<file path="config.mk">
export PLATFORM = sky130hd
export DESIGN_NAME = peak_detector
export DESIGN_NICKNAME = d
export VERILOG_FILES = /design/src/rtl/peak_detector.sv
export SDC_FILE = /design/constraint.sdc
export NUM_CORES = 1
export LEC_CHECK = 0
export ABC_AREA = 0
export BUFFER_PORTS_ARGS = -buffer_cell sky130_fd_sc_hd__buf_2
export CAP_MARGIN = 10
export CORE_AREA = 4 4 55 82
export DETAILED_ROUTE_END_ITERATION = 7
export DIE_AREA = 0 0 59 86
export PLACE_DENSITY = 0.82
export SYNTH_ARGS = -nofsm -noshare
export SYNTH_HDL_FRONTEND = slang
export SYNTH_SLANG_ARGS = --single-unit
</file>
<file path="constraint.sdc">
create_clock -name CLOCK_50 -period 5.3 [get_ports CLOCK_50]
set_input_delay 1.06 -clock CLOCK_50 [delete_from_list [all_inputs] [get_ports CLOCK_50]]
set_output_delay 1.06 -clock CLOCK_50 [all_outputs]
set_load 0.03 [all_outputs]
</file>
<file path="src/rtl/peak_detector.sv">
// peak_detector: hysteresis peak detector with post-fall hold-off, peak count and optional rise-to-rise period
// Ports: CLOCK_50/rst_n (sync, active-low); in_valid/x sample input;
//        peak/peak_val/peak_cnt excursion report; period/period_valid rise spacing; state FSM (LOW/HIGH/HOLD).
// Define PEAK_PERIOD_EN to build the period measurement; otherwise period and period_valid are 0.
module peak_detector #(
  parameter logic [7:0] HI_TH = 8'd160,
  parameter logic [7:0] LO_TH = 8'd96,
  parameter int HOLDOFF = 4,
  parameter int PERIOD_W = 16
) (
  input  logic                CLOCK_50,
  input  logic                rst_n,
  input  logic                in_valid,
  input  logic [7:0]          x,
  output logic                peak,
  output logic [7:0]          peak_val,
  output logic [15:0]         peak_cnt,
  output logic [PERIOD_W-1:0] period,
  output logic                period_valid,
  output logic [1:0]          state
);
  localparam logic [1:0] LOW = 2'b00, HIGH = 2'b01, HOLD = 2'b10;
  localparam int HW = HOLDOFF > 1 ? $clog2(HOLDOFF + 1) : 1;
  logic [1:0] st, st_nxt;
  logic [7:0] run_max;
  logic [HW-1:0] hcnt;
  logic rise, fall;
  always_ff @(posedge CLOCK_50) begin
    if (!rst_n) begin
      st <= LOW;
      run_max <= '0;
      hcnt <= '0;
      peak <= 1'b0;
      peak_val <= '0;
      peak_cnt <= '0;
    end else begin
      st <= st_nxt;
      peak <= fall;
      if (rise) run_max <= x;
      else if (in_valid && st == HIGH && x > run_max) run_max <= x;
      if (fall) begin
        peak_val <= run_max;
        peak_cnt <= &peak_cnt ? peak_cnt : peak_cnt + 16'd1;
      end
      if (fall) hcnt <= HW'(HOLDOFF);
      else if (in_valid && st == HOLD && hcnt != '0) hcnt <= hcnt - HW'(1);
    end
  end
  // Out-of-range state 2'b11 recovers to LOW through the HOLD branch once hcnt is exhausted.
  always_comb begin
    st_nxt = !in_valid ? st :
             st == LOW  ? (rise ? HIGH : LOW) :
             st == HIGH ? (fall ? (HOLDOFF == 0 ? LOW : HOLD) : HIGH) :
             (hcnt <= HW'(1) ? LOW : HOLD);
  end
  always_comb begin
    rise = in_valid && st == LOW && x >= HI_TH;
    fall = in_valid && st == HIGH && x <= LO_TH;
  end
  assign state = st;
`ifdef PEAK_PERIOD_EN
  logic [PERIOD_W-1:0] pcnt, pinc;
  logic armed;
  // pinc counts the current sample, so a rise reports (previous rise, this rise].
  assign pinc = &pcnt ? pcnt : pcnt + PERIOD_W'(1);
  always_ff @(posedge CLOCK_50) begin
    if (!rst_n) begin
      pcnt <= '0;
      armed <= 1'b0;
      period <= '0;
      period_valid <= 1'b0;
    end else begin
      period_valid <= rise && armed;
      if (in_valid) pcnt <= rise ? '0 : pinc;
      if (rise) armed <= 1'b1;
      if (rise && armed) period <= pinc;
    end
  end
`else
  assign period = '0;
  assign period_valid = 1'b0;
`endif
endmodule
</file>
* After elaboration in Yosys (flattened, before gate mapping) *
Index checks and enable logic that the tools add are counted.

operators by class
  add/sub/neg operators = 2
  $lt $le $gt $ge = 4
  eq/ne operators = 2
  multiplexer cells = 9
  bitwise logic cells = 2
  reductions and logical operators = 14

operators with widths
  operator                                                         number
  adder 16 x 1 -> 16 bit (second input constant)                   1
  2-to-1 mux 8 bit                                                 2
  AND reduction 16 bit                                             1
  greater-or-equal comparator 8 bit (second input constant)        1
  > comparator 8 bit                                               1
  less-or-equal comparator 8 x 7 -> 1 bit (second input constant)  1
  2-to-1 mux 2 bit                                                 4
  logical AND 1 bit                                                7
  2-to-1 mux 3 bit                                                 2
  nonzero test 2 bit                                               2
  less-or-equal comparator 3 x 1 -> 1 bit (second input constant)  1
  nonzero test 3 bit                                               1
  subtractor 3 x 1 -> 3 bit (second input constant)                1
  == test 2 x 1 -> 1 bit (second input constant)                   1
  == test 2 bit (second input constant)                            1
  logical NOT 2 bit                                                1
  inverter 1 bit                                                   2
  AND reduction 2 bit                                              1
  OR reduction 2 bit                                               1
  2-to-1 mux 1 bit                                                 1

storage, ports and cells
  flip-flop bits (word level) = 38
  bits of input ports = 11
  output and inout port bits = 44
  word-level logic and storage cells = 40

* Depth between registers and ports, before layout *
Gate-level depths: netlist of run 1.

  depth after elaboration = 6
  mapped depth = 9
  depth with buffers taken out = 7

* Worst setup path before layout of run 1 *
OpenSTA, ideal clock, no wires.

  kind = input to register
  start = input x[1]
  end = register run_max[0]
  library setup time = 73 ps
  data arrival time = 2557 ps
  data required time = 5227 ps
  path slack = 2670 ps
  stages on the path = 6
  buffers on the path = 0
  path through = ha_1 > nor2b_1 > o211ai_1 > a31oi_1 > a21oi_1 > mux2i_1

between the ends
  longest elaborated chain between the ends = 3
  elaborated cells between the ends (all ways) = 6
  classes of those cells = order compare: 2; mux: 1; reduce/logical: 3

ends and longest elaborated chain
  element                                                                  RTL line  RTL
  start, declared                                                          14        input logic [7:0] x,
  greater-or-equal comparator 8 bit or > comparator 8 bit (tied branches)  57, 40
  logical AND 1 bit, on equally long branches                              57, 40
  2-to-1 mux 8 bit or nonzero test 2 bit (tied branches)                   --
  end signal, assigned                                                     31        run_max <= '0;
  end signal, assigned                                                     39        if (rise) run_max <= x;
  end signal, assigned                                                     40        else if (in_valid && st == HIGH && x > run_max) run_max <= x;
  end, declared                                                            25        logic [7:0] run_max;

Several ways; a longest one is shown, not always the timed one.
A chain may end at the register's enable or synchronous reset.

* Final worst setup path of run 1 *
  start = input x[7]
  end = register run_max[2]

The elaborated chain is that of the path after synthesis.

==> run summary, run 1 <==
STA
----------------------------------------------------------------------------------------------------
Total Negative Setup Slacks                                                                     0 ps
Worst Hold Margin                                                                             451 ps
Final worst setup slack                                                                      2560 ps
Relative slew slack                                                                            41.7%
Fin. max-slew vios                                                                                 0
Setup skew after layout                                                                      6.27 ps
Number of hold violations in the final report                                                      0
Final Setup Violations                                                                             0
Setup repair after global routing missed its margin                                            false
Min cycle time layout                                                                        2740 ps
Maximum clock frequency                                                                      365 MHz
Ratio of final minimum period to clock period                                                  51.6%
Worst Max-Slew Pin Slew                                                                       875 ps

DRT
----------------------------------------------------------------------------------------------------
Number of detailed-routing iterations run before antenna repair                                    4
Total vias in the final route                                                                   1862
DR DRC count                                                                                       0
DR iter-0 viols                                                                                   60
Total Wirelength                                                                             4.44 mm
Number of nets with antenna violations after detailed routing                                      0
Post-detailed-route via-to-cell ratio                                                           5.63
Routed wire per std cell                                                                     13.4 um

DIE
----------------------------------------------------------------------------------------------------
Number of placed I/O pins                                                                         55
Number of rows created at floorplan                                                               28
Core region area                                                                         0.00385 mm2
Starting density of the core                                                                   54.0%
DIE AREA                                                                                 0.00507 mm2
Die H                                                                                          86 um
Die width                                                                                      59 um

YOSYS
----------------------------------------------------------------------------------------------------
Proportion of synthesized chip area in sequential cells                                        36.5%
Unique cell type count in the Yosys netlist                                                       38
Proportion of synthesized flip-flops having asynchronous set or reset                             0%
Yosys Warn Count                                                                                   0
Most used DFF post-synth                                                                sky130_fd_sc_hd__dfxtp_1
Count of flip-flops with a built-in enable after synthesis                                         0
Gate count after technology mapping                                                              253
Synth Register Bits                                                                               38
Mapped Avg Cell Area                                                                        8.23 um2
Cell area after technology mapping                                                       0.00208 mm2

FINISH
----------------------------------------------------------------------------------------------------
Number of nets in the final layout                                                               308
Post-route insts no fill                                                                         331
Signed area change from the synthesized netlist to the final layout                            10.5%
Area of the multi-input gates                                                            0.00113 mm2
Final Util                                                                                     59.7%
Count of antenna diodes in the layout                                                              0
Filler Cells Inserted                                                                            359
Combined flip-flop and latch cell area                                                       761 um2
Share of layout cells above drive strength 1                                                   16.4%

CTS
----------------------------------------------------------------------------------------------------
Number of H-tree branching levels                                                                  2
Number of buffers inserted for hold repair after clock tree synthesis                              0
Clock buffer count from CTS                                                                        5
Clock-pin slew reported for the worst setup and hold paths after clock tree synthesis          70 ps
Count of buffers added by post-CTS timing repair for setup                                         0
CTS sink cnt                                                                                      38
Clock tree from TritonCTS                                                                      built
Number of buffers on the longest clock path                                                        2
CTS-repair resized insts                                                                           0
Root buffer cell                                                                        sky130_fd_sc_hd__clkbuf_8
Clk Latency, worst-skew pair                                                                  290 ps

CRITICAL PATH
----------------------------------------------------------------------------------------------------
Critical register-to-register path endpoint                                               run_max[2]
Critical Path End                                                                         run_max[2]
Register-to-Register Path Depth                                                                    7
Critical Path Start                                                                             x[7]
Reg2reg setup slack                                                                          3060 ps
Largest fanout on the critical path                                                                7
Worst R2R Start                                                                           run_max[7]
Sort of element at the start of the critical path                                       primary input
Req. time, crit path                                                                         5510 ps
Path type of the worst setup path                                                             in2reg
Arr. time, crit path                                                                         2950 ps
Endpoint type of the worst setup path                                                       register

RUN STATUS
----------------------------------------------------------------------------------------------------
Status                                                                                  finished, final reports clean

PLACED DESIGN
----------------------------------------------------------------------------------------------------
Setup Slack @ Placement                                                                      2280 ps
Number of placed instances, taps included                                                        323
Final estimated routing congestion in global placement                                         0.884
DP Wirelength                                                                                3.18 mm
Port Buffer Count                                                                                 37

GLOBAL ROUTE
----------------------------------------------------------------------------------------------------
Pin count of the biggest net entering global routing                                              43
Via count of the first global-routing pass                                                      1716
Total routing resource utilization after global routing                                        18.9%
Antenna violations before repair                                                                   0
Total overflow reported by the global router                                                       0
Global-route wire length before repair                                                       7.55 mm

POWER AND IR DROP
----------------------------------------------------------------------------------------------------
Highest ir drop seen on vdd                                                               0.000188 V
Leakage power                                                                               0.969 nW
Pwr/cell area                                                                             251 mW/mm2

HOLD PATH
----------------------------------------------------------------------------------------------------
Path type of the worst min-delay path                                                        reg2reg

FLOW RUN
----------------------------------------------------------------------------------------------------
Number of max-cap violations                                                                       0

## power by group
part / internal (W) / switching [W]
Clock: 0.000105 / 0.0000990
Sequential: 0.000292 / 0.00000591
Combinational: 0.0000224 / 0.0000526
## cells by family after synthesis
kind of cell / count (synthesis) / share of synthesized area, %
compound gates: 59 / 17.9
xor+xnor: 2 / 0.841
fa+ha+maj: 12 / 7.21
buf+inv: 47 / 12.1
flops: 38 / 36.5
mux: 7 / 3.37
other cells: 1 / 0.180
simple gates: 87 / 21.8
## cell usage after synthesis (2+ instances only)
master | n | area share, %
sky130_fd_sc_hd__nand3b_1 | 2 | 0.72
sky130_fd_sc_hd__inv_1 | 16 | 2.9
sky130_fd_sc_hd__a31oi_1 | 2 | 0.60
sky130_fd_sc_hd__nor4_1 | 5 | 1.5
sky130_fd_sc_hd__dfxtp_1 | 38 | 37
sky130_fd_sc_hd__and3_1 | 3 | 0.90
sky130_fd_sc_hd__o21ai_0 | 2 | 0.48
sky130_fd_sc_hd__xnor2_1 | 2 | 0.84
sky130_fd_sc_hd__and4_1 | 3 | 1.3
sky130_fd_sc_hd__a21oi_1 | 29 | 7.0
sky130_fd_sc_hd__nor2_1 | 5 | 0.90
sky130_fd_sc_hd__a211oi_1 | 4 | 1.4
sky130_fd_sc_hd__ha_1 | 12 | 7.2
sky130_fd_sc_hd__buf_2 | 4 | 0.96
sky130_fd_sc_hd__o21a_1 | 3 | 1.1
sky130_fd_sc_hd__nand3_1 | 5 | 1.2
sky130_fd_sc_hd__o31a_1 | 2 | 0.84
sky130_fd_sc_hd__clkbuf_1 | 7 | 1.3
sky130_fd_sc_hd__mux2i_1 | 7 | 3.4
sky130_fd_sc_hd__nor2b_1 | 2 | 0.60
sky130_fd_sc_hd__or4_1 | 10 | 3.6
sky130_fd_sc_hd__nand2_1 | 40 | 7.2
sky130_fd_sc_hd__o31ai_1 | 11 | 4.0
sky130_fd_sc_hd__a311oi_1 | 2 | 0.84
sky130_fd_sc_hd__and2_1 | 2 | 0.60
sky130_fd_sc_hd__nand4_1 | 7 | 2.1
sky130_fd_sc_hd__buf_4 | 17 | 6.1
## how the worst min path moves through the flow
stage	slack [ps]	startpoint	to	depth (start not counted)
floorplan	450	run_max[2]	peak_val[2]	2
global placement	440	peak_val[3]	peak_val[3]	2
detailed placement	440	peak_val[3]	peak_val[3]	2
CTS	450	peak_val[3]	peak_val[3]	2
global route	480	peak_val[2]	peak_val[2]	2
finish	450	peak_val[3]	peak_val[3]	2
## cell type report
class	instances	area share, %
clock inverter	1	0.218
clock buffer	7	3.75
sequential	38	33.1
timing repair buffer	39	8.70
tap	45	2.45
multi-input combinational	184	49.0
inverter	17	2.77
## through the flow
step | instance area, um2 | total power (W)
after floorplan | 2140 | 0.000370
after global placement | 2210 | 0.000377
after detailed placement | 2210 | 0.000379
after CTS | 2300 | 0.000582
after global routing | 2300 | 0.000604
final | 2300 | 0.000577
## cell usage in the layout (no fill, tap or decap), types with 2 or more instances in the layout
master                     count
sky130_fd_sc_hd__nor2_1        5
sky130_fd_sc_hd__nand3b_1      2
sky130_fd_sc_hd__inv_1        16
sky130_fd_sc_hd__nand2_1      40
sky130_fd_sc_hd__ha_1         12
sky130_fd_sc_hd__a21oi_1      29
sky130_fd_sc_hd__conb_1       17
sky130_fd_sc_hd__and3_1        3
sky130_fd_sc_hd__nor2b_1       2
sky130_fd_sc_hd__o21ai_0       2
sky130_fd_sc_hd__buf_4         2
sky130_fd_sc_hd__nand4_1       7
sky130_fd_sc_hd__clkbuf_8      6
sky130_fd_sc_hd__and4_1        3
sky130_fd_sc_hd__or4_1        10
sky130_fd_sc_hd__dfxtp_1      38
sky130_fd_sc_hd__buf_2        37
sky130_fd_sc_hd__mux2i_1       7
sky130_fd_sc_hd__and2_1        2
sky130_fd_sc_hd__a311oi_1      2
sky130_fd_sc_hd__nand3_1       5
sky130_fd_sc_hd__a211oi_1      4
sky130_fd_sc_hd__nor4_1        5
sky130_fd_sc_hd__o21a_1        3
sky130_fd_sc_hd__a31oi_1       2
sky130_fd_sc_hd__o31ai_1      11
sky130_fd_sc_hd__o31a_1        2
sky130_fd_sc_hd__xnor2_1       2
## layer usage
metal | track usage [%] | part of all wire [%] | wire, um
met4 | 8.66 | 2.4 | 106
met5 | 0 | 0 | 0
met2 | 34.2 | 52 | 2330
met1 | 20.2 | 40 | 1790
met3 | 3.77 | 4.8 | 211
## state kept, by name, summed over array words and instances, names as in the netlist
name,cells
state,2
run_max,8
hcnt,3
peak_val,8
peak_cnt,16
peak,1
## worst max-delay path: stages
cell and delay (ps):
sky130_fd_sc_hd__buf_2 120, sky130_fd_sc_hd__ha_1 330, sky130_fd_sc_hd__a21oi_1 170, sky130_fd_sc_hd__o21a_1 160
sky130_fd_sc_hd__a31oi_1 110, sky130_fd_sc_hd__a21oi_1 720, sky130_fd_sc_hd__mux2i_1 270
Power figures use the tool's default switching activity.
==> run 2, diff against run 1 <==
Settings changed: CORE_AREA 4 4 55 82 to 4 4 57 85, DIE_AREA 0 0 59 86 to 0 0 61 89, PLACE_DENSITY 0.82 to 0.77.
Clock period 5.3 ns to 2.6 ns, I/O delays scaled along.
==> run summary, run 2 (synthesis results as in run 1) <==
PLACED DESIGN
----------------------------------------------------------------------------------------------------
Area of placed instances                                                                 0.00226 mm2   was 0.00221 mm2
Final estimated routing congestion in global placement                                         0.780   was 0.884
Port Buffer Count                                                                                 37   unchanged
DP Wirelength                                                                                3.44 mm   was 3.18 mm

CRITICAL PATH
----------------------------------------------------------------------------------------------------
Arr. time, crit path                                                                         2250 ps   was 2950 ps
Cell Chain, Critical Path                                                               and4_1 -> and2_1 -> and3_1 -> nor4_1 -> o21a_1   was buf_2 -> ha_1 -> a21oi_1 -> o21a_1 -> a31oi_1 -> a21oi_1 -> mux2i_1
Crit path buffers/inverters                                                                        0   was 1
Endpoint type of the worst setup path                                                       register   unchanged
Req. time, crit path                                                                         2790 ps   was 5510 ps
Path type of the worst setup path                                                            reg2reg   was in2reg
Sort of element at the start of the critical path                                           register   was primary input
Cell with the largest stage delay on the worst path                                     sky130_fd_sc_hd__and3_1   was sky130_fd_sc_hd__a21oi_1
Max incr delay on CP                                                                          690 ps   was 720 ps
Delay-heaviest family, CP                                                               simple AND/OR/NAND/NOR gates   was compound AO/OA/AOI/OAI gates
Largest fanout on the critical path                                                               28   was 7

FINISH
----------------------------------------------------------------------------------------------------
Largest registers                                                                       peak_cnt (16), peak_val (8), run_max (8)   unchanged
Flip-flop count of the largest register after layout                                              16   unchanged
Most common library cell in the layout ignoring fill and taps                           sky130_fd_sc_hd__nand2_1   unchanged
Highest-count cells in the layout ignoring fill and taps                                40 x sky130_fd_sc_hd__nand2_1, 38 x sky130_fd_sc_hd__dfxtp_1, 37 x sky130_fd_sc_hd__buf_2, 29 x sky130_fd_sc_hd__a21oi_1, 17 x sky130_fd_sc_hd__conb_1   unchanged
Signed area change from the synthesized netlist to the final layout                            13.0%   was 10.5%
Top register by number of flip-flops                                                        peak_cnt   unchanged
Post-route design area                                                                   0.00235 mm2   was 0.00230 mm2
Number of nets in the final layout                                                               313   was 308
Share of layout cells above drive strength 1                                                   17.9%   was 16.4%
Count of antenna diodes in the layout                                                              0   unchanged

CTS
----------------------------------------------------------------------------------------------------
Number of buffers inserted for hold repair after clock tree synthesis                              0   unchanged
Clock buffer count from CTS                                                                        5   unchanged
Root buffer cell                                                                        sky130_fd_sc_hd__clkbuf_8   unchanged
Clock tree from TritonCTS                                                                      built   unchanged
Clock-pin slew reported for the worst setup and hold paths after clock tree synthesis          70 ps   about the same
CTS sink cnt                                                                                      38   unchanged
Count of buffers added by post-CTS timing repair for setup                                         0   unchanged
CTS-repair resized insts                                                                           0   unchanged
Number of buffers on the longest clock path                                                        2   unchanged
Clk Latency, worst-skew pair                                                                  290 ps   about the same
Number of H-tree branching levels                                                                  2   unchanged

DIE
----------------------------------------------------------------------------------------------------
Number of placed I/O pins                                                                         55   unchanged
Starting density of the core                                                                   50.3%   was 54.0%
Die width                                                                                      61 um   was 59 um
DIE AREA                                                                                 0.00543 mm2   was 0.00507 mm2
Core region area                                                                         0.00414 mm2   was 0.00385 mm2
Number of rows created at floorplan                                                               29   was 28
Die H                                                                                          89 um   was 86 um

STA
----------------------------------------------------------------------------------------------------
Ratio of final minimum period to clock period                                                  79.3%
Min cycle time layout                                                                        2060 ps
Setup skew after layout                                                                      3.76 ps   was 6.27 ps
Total Negative Setup Slacks                                                                     0 ps   unchanged
Setup repair after global routing missed its margin                                            false   unchanged
Worst Max-Slew Pin Slew                                                                       795 ps   was 875 ps
Final Setup Violations                                                                             0   unchanged
Relative slew slack                                                                            47.0%   was 41.7%
Number of hold violations in the final report                                                      0   unchanged
Maximum clock frequency                                                                      485 MHz
Fin. max-slew vios                                                                                 0   unchanged

DRT
----------------------------------------------------------------------------------------------------
Number of nets with antenna violations after detailed routing                                      0   unchanged
DR iter-0 viols                                                                                   90   was 60
Total Wirelength                                                                             4.53 mm   was 4.44 mm
Post-detailed-route via-to-cell ratio                                                           5.62   was 5.63
Routed wire per std cell                                                                     13.5 um   was 13.4 um
DR DRC count                                                                                       0   unchanged
Total vias in the final route                                                                   1894   was 1862
Number of detailed-routing iterations run before antenna repair                                    4   unchanged

GLOBAL ROUTE
----------------------------------------------------------------------------------------------------
Total routing resource utilization after global routing                                        18.5%   was 18.9%
Total overflow reported by the global router                                                       0   unchanged
Antenna violations before repair                                                                   0   unchanged
Via count of the first global-routing pass                                                      1782   was 1716
Pin count of the biggest net entering global routing                                              36   was 43
Global-route wire length before repair                                                       7.67 mm   was 7.55 mm

POWER AND IR DROP
----------------------------------------------------------------------------------------------------
Pwr/cell area                                                                             504 mW/mm2   was 251 mW/mm2
Highest ir drop seen on vdd                                                               0.000497 V   was 0.000188 V
Leakage power                                                                               0.998 nW   was 0.969 nW

HOLD PATH
----------------------------------------------------------------------------------------------------
Path type of the worst min-delay path                                                        reg2reg   unchanged

FLOW RUN
----------------------------------------------------------------------------------------------------
Number of max-cap violations                                                                       0   unchanged

RUN STATUS
----------------------------------------------------------------------------------------------------
Status                                                                                  finished, final reports clean   unchanged

==> run 2: changes by cell type in the layout (fill, tap and decap cells not counted), sizes merged <==
| cell | change |
|---|---|
| buf | +5 |
==> run 2: area by class of cell <==
type                    instances  area (um2)
fillers                       397        1780
multi-input cells             184        1130
flip-flops and latches         38         761
repair buffers                 44         250
clock buffers                   7        86.3
inverters                      17        63.8
well taps                      46        57.6
clock inverters                 1        5.00
==> run 2: layer usage <==
metal | vias to the layer above | track usage, % | share of wire, %
li1 | 948 | - | -
met1 | 873 | 20.9 | 40
met2 | 67 | 31.5 | 52
met3 | 6 | 4.91 | 6.9
met4 | 0 | 9.07 | 1.5
met5 | - | 0 | 0
==> run 2: final timing paths <==
kind | slack (ps) | endpoint | cells past startpoint | from
max | 540 | peak_cnt[6] | 5 | peak_cnt[4]
min | 460 | peak_val[4] | 2 | peak_val[4]
max reg2reg | 540 | peak_cnt[6] | 5 | peak_cnt[4]
min reg2reg | 460 | peak_val[4] | 2 | peak_val[4]
==> run 2: worst register-to-register path: cells and delay by family (launching register included) <==
kind,cells,cell delay (ps)
AND/OR/NAND/NOR,4,1330
flip-flops,1,430
AO/OA/AOI/OAI,1,200
==> run 2: report_power, final <==
group	internal (W)	switching [W]
Combinational	0.0000517	0.000110
Clock	0.000214	0.000204
Sequential	0.000596	0.0000110
==> run 2: stage by stage <==
stage | power (W) | utilization (%) | hold slack [ps] | setup slack (ps) | std cells
3_5_place_dp | 0.000781 | 54.7 | 449 | 251 | 329
6_report | 0.00119 | 56.9 | 456 | 539 | 337
2_1_floorplan | 0.000755 | - | 445 | 510 | 269
5_1_grt | 0.00125 | 56.9 | 471 | 299 | 337
4_1_cts | 0.00120 | 56.9 | 459 | 529 | 337
3_3_place_gp | 0.000776 | 54.7 | 448 | 310 | 329
